[src/rtl/merger_if.sv]
// -----------------------------------------------------------------------------
// merger_if
//   Bus bundle between the merger and its surroundings: the start pulse, the
//   shared partition RAM read port (address out, data in) and the merged-output
//   RAM write port (data, address, strobe) plus the end-of-pass pulse.
//
//   Parameters
//     DATA_WIDTH  element width (signed two's complement)
//     ADDR_WIDTH  RAM address width
//
//   Signals
//     run                start pulse towards the merger
//     data_in            partition RAM read data (2-cycle read latency)
//     read_address_out   partition RAM read address
//     result_out         merged element
//     write_address_out  destination address of result_out
//     write_en_out       1-cycle write strobe
//     done_out           1-cycle pulse on the last write of a pass
//
//   Modports
//     master  merger side: drives addresses, results and strobes
//     slave   environment side: drives run and the RAM read data
// -----------------------------------------------------------------------------
interface merger_if #(
    parameter int DATA_WIDTH = 27,
    parameter int ADDR_WIDTH = 10
);
    logic                  run;
    logic [DATA_WIDTH-1:0] data_in;
    logic [ADDR_WIDTH-1:0] read_address_out;
    logic [DATA_WIDTH-1:0] result_out;
    logic [ADDR_WIDTH-1:0] write_address_out;
    logic                  write_en_out;
    logic                  done_out;

    modport master (
        input  run,
        input  data_in,
        output read_address_out,
        output result_out,
        output write_address_out,
        output write_en_out,
        output done_out
    );

    modport slave (
        output run,
        output data_in,
        input  read_address_out,
        input  result_out,
        input  write_address_out,
        input  write_en_out,
        input  done_out
    );
endinterface : merger_if

[src/rtl/merger.sv]
// -----------------------------------------------------------------------------
// merger
//   Element-wise merge of two equal-size feature-map partitions that live in
//   one shared on-chip RAM. A run pulse streams both partitions through the
//   single read port, interleaved element by element (partition 0, then
//   partition 1), adds each co-located pair and emits one write per element
//   to the merged-output RAM at ADDRESS_0_IN + i.
//
//   Build option
//     MERGER_SATURATE_EN  defined:   sums clamp to the signed DATA_WIDTH range
//                         undefined: sums wrap modulo 2^DATA_WIDTH
//     Timing is identical in both builds.
//
//   Ports
//     clk    single clock, rising edge
//     reset  asynchronous, active-low reset (clears FSM, pipeline and outputs)
//     bus    merger_if.master: run, data_in in; read_address_out, result_out,
//            write_address_out, write_en_out, done_out out (all registered)
//
//   Timing (cycle 0 = first cycle after the edge that accepted run)
//     c = 0 .. 2N-1  read addresses A0+i (c = 2i) and A1+i (c = 2i+1)
//     c = 2i+2       partition-0 operand arrives, latched
//     c = 2i+3       partition-1 operand arrives, sum registered at end
//     c = 2i+4       write_en_out for element i; done_out with the last one
//     Run to done = 2N+3 cycles.
// -----------------------------------------------------------------------------
module merger #(
    parameter int PARTITION_WIDTH  = 5,
    parameter int PARTITION_HEIGHT = 5,
    parameter int DATA_WIDTH       = 27,
    parameter int ADDR_WIDTH       = 10,
    parameter int ADDRESS_0_IN     = 0,
    parameter int ADDRESS_1_IN     = 25
) (
    input  logic     clk,
    input  logic     reset,
    merger_if.master bus
);

    // -------------------------------------------------------------------------
    // Derived constants
    // -------------------------------------------------------------------------
    localparam int N          = PARTITION_WIDTH * PARTITION_HEIGHT;
    localparam int LAST_CYCLE = 2 * N + 2;            // cycle carrying the last write
    localparam int CW         = $clog2(LAST_CYCLE + 1);

    typedef logic [CW-1:0]         cnt_t;
    typedef logic [ADDR_WIDTH-1:0] addr_t;
    typedef logic [DATA_WIDTH-1:0] data_t;

    localparam addr_t BASE_0      = addr_t'(ADDRESS_0_IN);
    localparam addr_t BASE_1      = addr_t'(ADDRESS_1_IN);
    localparam cnt_t  ISSUE_LAST  = cnt_t'(2 * N - 1);
    localparam cnt_t  LAST_SUM    = cnt_t'(2 * N + 1); // sum cycle of element N-1
    localparam cnt_t  DRAIN_LAST  = cnt_t'(LAST_CYCLE);
    localparam cnt_t  FIRST_DATA  = cnt_t'(2);         // read latency of the RAM

    typedef enum logic [1:0] {
        S_IDLE  = 2'd0,
        S_ISSUE = 2'd1,
        S_DRAIN = 2'd2
    } state_t;

    // -------------------------------------------------------------------------
    // State and pipeline registers
    // -------------------------------------------------------------------------
    state_t state_q,        state_d;
    cnt_t   cnt_q,          cnt_d;          // cycle index c within the pass
    addr_t  read_addr_q,    read_addr_d;
    data_t  op0_q,          op0_d;          // partition-0 operand of current pair
    data_t  result_q,       result_d;
    addr_t  write_addr_q,   write_addr_d;
    logic   write_en_q,     write_en_d;
    logic   done_q,         done_d;

    // -------------------------------------------------------------------------
    // Pair sum, reduced to DATA_WIDTH
    // -------------------------------------------------------------------------
    data_t sum_red;

`ifdef MERGER_SATURATE_EN
    // One extra bit holds the exact sum; a disagreement between the two top
    // bits means the DATA_WIDTH result overflowed, and the top bit gives the
    // true sign to clamp towards.
    logic [DATA_WIDTH:0] sum_full;

    always_comb begin
        sum_full = {op0_q[DATA_WIDTH-1], op0_q}
                 + {bus.data_in[DATA_WIDTH-1], bus.data_in};
        if (sum_full[DATA_WIDTH] != sum_full[DATA_WIDTH-1]) begin
            sum_red = sum_full[DATA_WIDTH] ? {1'b1, {(DATA_WIDTH-1){1'b0}}}
                                           : {1'b0, {(DATA_WIDTH-1){1'b1}}};
        end else begin
            sum_red = sum_full[DATA_WIDTH-1:0];
        end
    end
`else
    // Keeping only the low DATA_WIDTH bits of the exact sum is the same as a
    // DATA_WIDTH-wide add, so no carry bit is formed at all.
    always_comb begin
        sum_red = op0_q + bus.data_in;
    end
`endif

    // -------------------------------------------------------------------------
    // Address helpers
    // -------------------------------------------------------------------------
    cnt_t  next_c;          // cycle index of the next cycle
    addr_t read_idx;        // element index read in the next cycle
    addr_t write_idx;       // element index whose sum is formed this cycle

    always_comb begin
        next_c    = cnt_q + cnt_t'(1);
        read_idx  = addr_t'(next_c >> 1);
        // Sum cycles are c = 2i+3, so i = (c-3)/2; only used when c >= 3.
        write_idx = addr_t'((cnt_q - cnt_t'(3)) >> 1);
    end

    // -------------------------------------------------------------------------
    // Next-state / datapath logic
    // -------------------------------------------------------------------------
    always_comb begin
        // NOTE: every variable gets a default before any branch so that no
        // path leaves it unassigned; otherwise synthesis infers a latch.
        state_d      = state_q;
        cnt_d        = cnt_q;
        read_addr_d  = read_addr_q;
        op0_d        = op0_q;
        result_d     = result_q;
        write_addr_d = write_addr_q;
        write_en_d   = 1'b0;
        done_d       = 1'b0;

        unique case (state_q)
            S_IDLE: begin
                if (bus.run) begin
                    state_d     = S_ISSUE;
                    cnt_d       = '0;
                    read_addr_d = BASE_0;   // visible in cycle 0
                end
            end

            S_ISSUE: begin
                cnt_d = next_c;
                if (cnt_q == ISSUE_LAST) begin
                    // All reads issued; the address simply holds from here.
                    state_d = S_DRAIN;
                end else begin
                    // Odd cycles read partition 1, even cycles partition 0.
                    read_addr_d = next_c[0] ? (BASE_1 + read_idx)
                                            : (BASE_0 + read_idx);
                end
            end

            S_DRAIN: begin
                cnt_d = next_c;
                if (cnt_q == DRAIN_LAST) begin
                    state_d = S_IDLE;
                    cnt_d   = '0;
                end
            end

            default: begin
                state_d = S_IDLE;
                cnt_d   = '0;
            end
        endcase

        // Operand pipeline: read data trails the issued address by two
        // cycles, so from c = 2 on even cycles carry partition-0 data and odd
        // cycles carry the matching partition-1 data.
        if ((state_q != S_IDLE) && (cnt_q >= FIRST_DATA)) begin
            if (!cnt_q[0]) begin
                op0_d = bus.data_in;
            end else begin
                result_d     = sum_red;
                write_addr_d = BASE_0 + write_idx;
                write_en_d   = 1'b1;
                done_d       = (cnt_q == LAST_SUM);
            end
        end
    end

    // -------------------------------------------------------------------------
    // Registers
    // -------------------------------------------------------------------------
    always_ff @(posedge clk or negedge reset) begin
        if (!reset) begin
            state_q      <= S_IDLE;
            cnt_q        <= '0;
            read_addr_q  <= '0;
            op0_q        <= '0;
            result_q     <= '0;
            write_addr_q <= '0;
            write_en_q   <= 1'b0;
            done_q       <= 1'b0;
        end else begin
            // NOTE: non-blocking assignments here so every register samples
            // the values from before this edge, independent of statement order.
            state_q      <= state_d;
            cnt_q        <= cnt_d;
            read_addr_q  <= read_addr_d;
            op0_q        <= op0_d;
            result_q     <= result_d;
            write_addr_q <= write_addr_d;
            write_en_q   <= write_en_d;
            done_q       <= done_d;
        end
    end

    // -------------------------------------------------------------------------
    // Outputs (all straight from registers)
    // -------------------------------------------------------------------------
    assign bus.read_address_out  = read_addr_q;
    assign bus.result_out        = result_q;
    assign bus.write_address_out = write_addr_q;
    assign bus.write_en_out      = write_en_q;
    assign bus.done_out          = done_q;

endmodule : merger

[src/flat_wrapper.sv]
// flat-port wrapper written by rule: the top's interface ports become plain ports
module merger_flat 
#(
    parameter int PARTITION_WIDTH  = 5,
    parameter int PARTITION_HEIGHT = 5,
    parameter int DATA_WIDTH       = 27,
    parameter int ADDR_WIDTH       = 10,
    parameter int ADDRESS_0_IN     = 0,
    parameter int ADDRESS_1_IN     = 25
)
  (clk, reset, bus_run, bus_data_in, bus_read_address_out, bus_result_out, bus_write_address_out, bus_write_en_out, bus_done_out);
  merger_if #(.DATA_WIDTH(DATA_WIDTH), .ADDR_WIDTH(ADDR_WIDTH)) bus_i ();
  input  logic clk;
  input  logic reset;
  input wire logic [$bits(bus_i.run)-1:0] bus_run;
  input wire logic [$bits(bus_i.data_in)-1:0] bus_data_in;
  output wire logic [$bits(bus_i.read_address_out)-1:0] bus_read_address_out;
  output wire logic [$bits(bus_i.result_out)-1:0] bus_result_out;
  output wire logic [$bits(bus_i.write_address_out)-1:0] bus_write_address_out;
  output wire logic [$bits(bus_i.write_en_out)-1:0] bus_write_en_out;
  output wire logic [$bits(bus_i.done_out)-1:0] bus_done_out;
  assign bus_i.run = bus_run;
  assign bus_i.data_in = bus_data_in;
  assign bus_read_address_out = bus_i.read_address_out;
  assign bus_result_out = bus_i.result_out;
  assign bus_write_address_out = bus_i.write_address_out;
  assign bus_write_en_out = bus_i.write_en_out;
  assign bus_done_out = bus_i.done_out;
  merger #(.PARTITION_WIDTH(PARTITION_WIDTH), .PARTITION_HEIGHT(PARTITION_HEIGHT), .DATA_WIDTH(DATA_WIDTH), .ADDR_WIDTH(ADDR_WIDTH), .ADDRESS_0_IN(ADDRESS_0_IN), .ADDRESS_1_IN(ADDRESS_1_IN)) u_core (.clk(clk), .reset(reset), .bus(bus_i));
endmodule
[config.mk]
export PLATFORM = sky130hd
export DESIGN_NAME = merger_flat
export DESIGN_NICKNAME = d
export VERILOG_FILES = /design/src/rtl/merger_if.sv /design/src/rtl/merger.sv /design/src/flat_wrapper.sv
export SDC_FILE = /design/constraint.sdc
export NUM_CORES = 1
export LEC_CHECK = 0
export CAP_MARGIN = 20
export CORE_UTILIZATION = 45
export CTS_BUF_LIST = sky130_fd_sc_hd__clkbuf_4 sky130_fd_sc_hd__clkbuf_8
export DETAILED_ROUTE_END_ITERATION = 6
export PLACE_DENSITY = 0.75
export SLEW_MARGIN = 25
export SYNTH_ARGS = -nofsm -noshare
export SYNTH_HDL_FRONTEND = slang
export SYNTH_SLANG_ARGS = --single-unit
[constraint.sdc]
create_clock -name clk -period 2.8 [get_ports clk]
set_input_delay 0.7 -clock clk [delete_from_list [all_inputs] [get_ports clk]]
set_output_delay 0.7 -clock clk [all_outputs]
set_load 0.03 [all_outputs]
==> metrics.cfg, run 1 <==
[sta]
finalMaxSlewViolations = 0
period_share = 0.962
worstMarginPinSlew_ns = 0.647
whs_ns = 0.362
finalSetupTns_ns = 0
rsz0062_at_grt = false
max_freq_mhz = 371
hold_viol = 0
min_period_ns = 2.69
relSlewSlack = 0.569
clock_skew_ns = 0.0117
setup_viol = 0

[detailed_routing]
vias = 4015
wire_per_inst_um = 15.0
viasPerCell = 5.39
drt_wl_total_mm = 11.1
ant_nets = 0
drtPass1Iterations = 4
drt_iter0_markers = 136
drc = 0

[final_layout]
fillers = 917
final_cell_mix = dfrtp_1, clkdlybuf4s50_1, nand2_1
drive_above_1_share = 0.194
instances_no_fill = 745
multi_input_area_um2 = 2670
final_common_cell = dfrtp_1
fin_util = 0.591
syn_to_final_growth_pct = 27.3
antenna_cells = 0
seq_area_um2 = 1900
finalNetCount = 670
stdcell_area_um2 = 6130

[setup_path]
critPathLaunchType = primary input
criticalPathCategory = primary input to register
startpoint = bus_data_in[6]
cp_data_arrival_time_ns = 2.92
endpoint_kind = register
crit_buf_inv = 2
cp.required_ns = 3.03
slowest_delay_ns = 0.48
rr_startpoint = u_core.op0_q[6]
critPathTopFamily = compound AO/OA/AOI/OAI gates
critPathSlowestCell = nor4b_1
crit_chain = clkdlybuf4s50_1 > ha_1 > a41oi_2 > o21ai_1 > o21bai_4 > a31oi_4 > nor4b_1 > buf_4 > o21a_1 > o31ai_2
cp_max_fo = 5

[placed_design]
dpl.hpwl_mm = 8.32
gp_congestion = 0.906
dp_cells = 729
postPlaceCellArea_um2 = 5930
port_buffers = 73

[clocking]
cts-root-buf = clkbuf_8
clk_path_buf_depth = 2
cts_max_level = 3
postCtsSetupBuffers = 0
ctsResizeCount = 0
clkLatencyLatePin_ns = 0.36
numCtsBuffers = 9
tritoncts = done
path_clk_slew_ns = 0.09
clock-sinks = 76
hold_buffers = 0

[logic_synthesis]
ys_warn_count = 0
netlist_area_um2 = 4810
synth_ff_type = dfrtp_1
netlist_instances = 500
synth_seq_area_share = 0.395
synth_area_per_cell_um2 = 9.63
synth_edf_count = 0
async_reset_ff_frac = 1.00
ys_types = 62
synth-seq-cells = 76

[floorplanning]
std_cell_rows = 37
die_w_um = 105
dieArea_um2 = 11100
io-pin-count = 79
initial_core_util = 0.464
core_um2 = 10400
die_y_um = 105

[pwr]
peakVddDrop_uv = 276
comb_power_share = 0.316
leakage_nw = 2.69
switching_share = 0.333
powerDensity_nw_per_um2 = 489
p_sw_w = 0.000997
pwr-share-clk = 0.262
internal_power_w = 0.00200
power_frac_seq = 0.422

[global_route]
grt_overflow = 0
grt_start_max_net_pins = 51
antenna_found_initial = 0
grtUsageTotal = 0.212
grt_pass1_wl_mm = 18.7
grt_pass1_vias = 3945

[hold_path]
hold_path.class = primary input to asynchronous set/reset pin

[run_status]
status = finished clean

[job]
cap_violations = 0

[stage by stage]
| stage | worst slack, ns | total power, W |
|---|---|---|
| after floorplan | 0.358 | 0.00181 |
| after global placement | -0.208 | 0.00221 |
| after detailed placement | -0.288 | 0.00222 |
| after CTS | 0.0864 | 0.00301 |
| after global routing | 0.0265 | 0.00314 |
| final | 0.107 | 0.00299 |
[layout make-up]
| type | instances | area share |
|---|---|---|
| Clock buffer | 12 | 0.0249 |
| Inverter | 18 | 0.0110 |
| Tap cell | 136 | 0.0278 |
| Sequential cell | 76 | 0.310 |
| Multi-Input combinational cell | 372 | 0.435 |
| Clock inverter | 4 | 0.00408 |
| Timing Repair Buffer | 127 | 0.187 |
[path summary, 6_finish.rpt]
kind	end	slack, ns	cells after the start
setup / recovery	u_core.bus.result_out[23]	0.11	10
hold / removal	u_core.op0_q[5]	0.36	1
setup reg to reg	u_core.bus.result_out[23]	0.52	9
hold reg to reg	u_core.bus.result_out[17]	0.49	2
max in group asynchronous	u_core.bus.result_out[23]	1.84	2
min in group clk	u_core.bus.result_out[17]	0.49	2
[cell families after synthesis]
kind of cell / after synthesis / synth area share
flops: 76 / 0.395
xor+xnor: 32 / 0.0582
mux: 28 / 0.0652
fa+ha+maj: 36 / 0.0951
compound gates: 151 / 0.210
simple gates: 120 / 0.117
other cells: 1 / 0.000779
buf+inv: 56 / 0.0587
[sequential cells by signal (all words and copies together), names as in the netlist]
signal / flops
u_core.op0_q: 27
u_core.bus.result_out: 27
u_core.bus.done_out: 1
u_core.cnt_q: 6
u_core.bus.write_address_out: 6
u_core.bus.write_en_out: 1
u_core.bus.read_address_out: 6
u_core.state_q: 2
[worst reg2reg max path: stages (launching register included)]
cell	delay [ns]
dfrtp_1	0.39
ha_1	0.37
a41oi_2	0.14
o21ai_1	0.10
o21bai_4	0.16
a31oi_4	0.13
nor4b_1	0.48
buf_4	0.20
o21a_1	0.11
o31ai_2	0.06
[power groups by stage]
stage	sequential [W]	combinational, W	clock [W]
6_report	0.00126	0.000945	0.000786
3_3_place_gp	0.00128	0.000924	0
2_1_floorplan	0.00144	0.000375	0
5_1_grt	0.00127	0.00102	0.000850
4_1_cts	0.00126	0.000944	0.000805
3_5_place_dp	0.00129	0.000936	0
[cell usage after synthesis (2+ instances only)]
master / instances / area (um2)
ha_1: 35 / 438
xnor2_1: 20 / 175
o21bai_1: 5 / 37.5
nor3_1: 8 / 40.0
nand4_1: 10 / 62.6
o211ai_1: 2 / 15.0
a21o_1: 17 / 128
o21ai_0: 46 / 230
clkbuf_1: 14 / 52.6
o31ai_1: 4 / 30.0
a31oi_4: 2 / 42.5
nor2b_1: 4 / 25.0
o21ai_1: 9 / 45.0
nand2b_1: 5 / 31.3
xor2_1: 12 / 105
nand2_1: 58 / 218
a211o_1: 2 / 17.5
a21oi_2: 3 / 26.3
a21oi_1: 30 / 150
a22o_1: 4 / 35.0
o22a_1: 2 / 17.5
and2_1: 2 / 12.5
mux2_2: 27 / 304
buf_2: 10 / 50.1
nand3_1: 9 / 45.0
and3_1: 5 / 31.3
dfrtp_1: 76 / 1900
nor2_1: 14 / 52.6
buf_6: 3 / 33.8
buf_4: 10 / 75.1
a31oi_1: 4 / 25.0
inv_1: 17 / 63.8
o21a_1: 2 / 15.0
[metal layers]
layer  GRT usage  routed length (um)
met4      0.0845                 161
met2       0.354                5270
met1       0.279                5290
met3      0.0272                 424
met5           0                   0
(Power assumes the default switching activity.)
==> run 2: changes to the inputs <==
--- a/config.mk
+++ b/config.mk
@@ -6,10 +6,10 @@
 export NUM_CORES = 1
 export LEC_CHECK = 0
 export CAP_MARGIN = 20
-export CORE_UTILIZATION = 45
+export CORE_UTILIZATION = 56
 export CTS_BUF_LIST = sky130_fd_sc_hd__clkbuf_4 sky130_fd_sc_hd__clkbuf_8
 export DETAILED_ROUTE_END_ITERATION = 6
-export PLACE_DENSITY = 0.75
+export PLACE_DENSITY = 0.89
 export SLEW_MARGIN = 25
 export SYNTH_ARGS = -nofsm -noshare
 export SYNTH_HDL_FRONTEND = slang
==> metrics.cfg, run 2 (synthesis results as in run 1) <==
[sta]
period_share = 0.989
hold_viol = 0
clock_skew_ns = 0.0115
finalMaxSlewViolations = 0
rsz0062_at_grt = false
layout_setup_ws_ns = 0.0297
min_period_ns = 2.77
finalSetupTns_ns = 0
worstMarginPinSlew_ns = 0.552
setup_viol = 0
relSlewSlack = 0.629
max_freq_mhz = 361

[floorplanning]
io-pin-count = 79
die_w_um = 94.7
dieArea_um2 = 8970
initial_core_util = 0.583
core_um2 = 8260
die_y_um = 94.7
std_cell_rows = 33

[final_layout]
antenna_cells = 0
syn_to_final_growth_pct = 28.7
final_cell_mix = dfrtp_1, clkdlybuf4s50_1, nand2_1
final_common_cell = dfrtp_1
finalNetCount = 671
fillers = 569
drive_above_1_share = 0.198

[clocking]
clock-sinks = 76
path_clk_slew_ns = 0.09
tritoncts = done
cts-root-buf = clkbuf_8
hold_buffers = 0
cts_max_level = 3
ctsResizeCount = 0
clkLatencyLatePin_ns = 0.36
clk_path_buf_depth = 2
postCtsSetupBuffers = 0
numCtsBuffers = 9

[detailed_routing]
vias = 4216
drt_wl_total_mm = 11.7
drtPass1Iterations = 5
ant_nets = 0
viasPerCell = 5.90
drt_iter0_markers = 273
drc = 0
wire_per_inst_um = 16.4

[global_route]
grt_pass1_vias = 4179
grt_use_met3 = 0.0403
use_met2 = 0.463
gr-max-usage-layer = met2
grt_start_max_net_pins = 41
grt_overflow = 0
grt_pass1_wl_mm = 19.8
grtUsageTotal = 0.284
grt_use_met1 = 0.370
antenna_found_initial = 0

[pwr]
powerDensity_nw_per_um2 = 545
peakVddDrop_uv = 345
leakage_nw = 2.74

[placed_design]
dpl.hpwl_mm = 8.52
dp_slack_ns = -0.252
port_buffers = 73
gp_congestion = 0.886

[setup_path]
critPathLaunchType = primary input
cp_data_arrival_time_ns = 3.07
cp.required_ns = 3.10
criticalPathCategory = primary input to register
cp_max_fo = 6
endpoint_kind = register

[run_status]
status = finished clean

[hold_path]
hold_path.class = primary input to asynchronous set/reset pin

[job]
cap_violations = 0

[run 2: cell types whose count changed in the layout (fill, tap and decap cells not counted), moves of 2 or more]
cell,before,now
bufinv_16,0,4
clkbuf_4,2,0
clkinv_2,2,0
clkinvlp_4,2,0
inv_6,0,2
[run 2: final timing paths]
| kind | from | to | slack [ns] | cells after the start |
|---|---|---|---|---|
| max | bus_data_in[13] | u_core.bus.result_out[26] | 0.03 | 9 |
| min | reset | u_core.bus.read_address_out[0] | 0.29 | 1 |
| max reg2reg | u_core.op0_q[13] | u_core.bus.result_out[26] | 0.44 | 8 |
| min reg2reg | u_core.bus.write_address_out[2] | u_core.bus.write_address_out[2] | 0.48 | 2 |
| max in group asynchronous | reset | u_core.op0_q[11] | 1.92 | 2 |
| min in group clk | u_core.bus.write_address_out[2] | u_core.bus.write_address_out[2] | 0.48 | 2 |
[run 2: layout make-up]
| class | instances | area (um2) | area share |
|---|---|---|---|
| Multi-Input combinational cell | 372 | 2670 | 0.431 |
| Clock buffer | 9 | 124 | 0.0200 |
| Timing Repair Buffer | 128 | 1150 | 0.186 |
| Clock inverter | 7 | 146 | 0.0236 |
| Inverter | 18 | 67.6 | 0.0109 |
| Sequential cell | 76 | 1900 | 0.307 |
| Tap cell | 105 | 131 | 0.0212 |
[run 2: through the flow]
| step | cells | cell area, um2 | total power [W] | hold slack, ns | utilization |
|---|---|---|---|---|---|
| floorplan | 504 | 4830 | 0.00181 | 0.404 | - |
| global placement | 699 | 5900 | 0.00220 | 0.460 | 0.715 |
| finish | 715 | 6200 | 0.00337 | 0.286 | 0.750 |
| detailed placement | 699 | 5900 | 0.00223 | 0.470 | 0.715 |
| global route | 715 | 6200 | 0.00351 | 0.323 | 0.750 |
| CTS | 715 | 6170 | 0.00338 | 0.304 | 0.747 |
[run 2: worst max-delay path: stages]
cell and delay (ns):
clkdlybuf4s50_1 0.44, ha_1 0.40, a21oi_1 0.23, o21ai_1 0.15
a221oi_1 0.33, o31a_1 0.23, a21oi_1 0.10, or3_1 0.39
nand3_1 0.09
[run 2: report_power, final]
group | internal, W | switching, W | total (W)
Combinational | 0.000442 | 0.000523 | 0.000966
Sequential | 0.00120 | 0.0000664 | 0.00126
Clock | 0.000690 | 0.000453 | 0.00114
Total | 0.00233 | 0.00104 | 0.00337
[run 2: metal layers]
layer,vias to the layer above,wire [um]
met1,2012,4890
li1,1976,-
met5,-,0
met2,193,5710
met3,35,767
met4,0,365
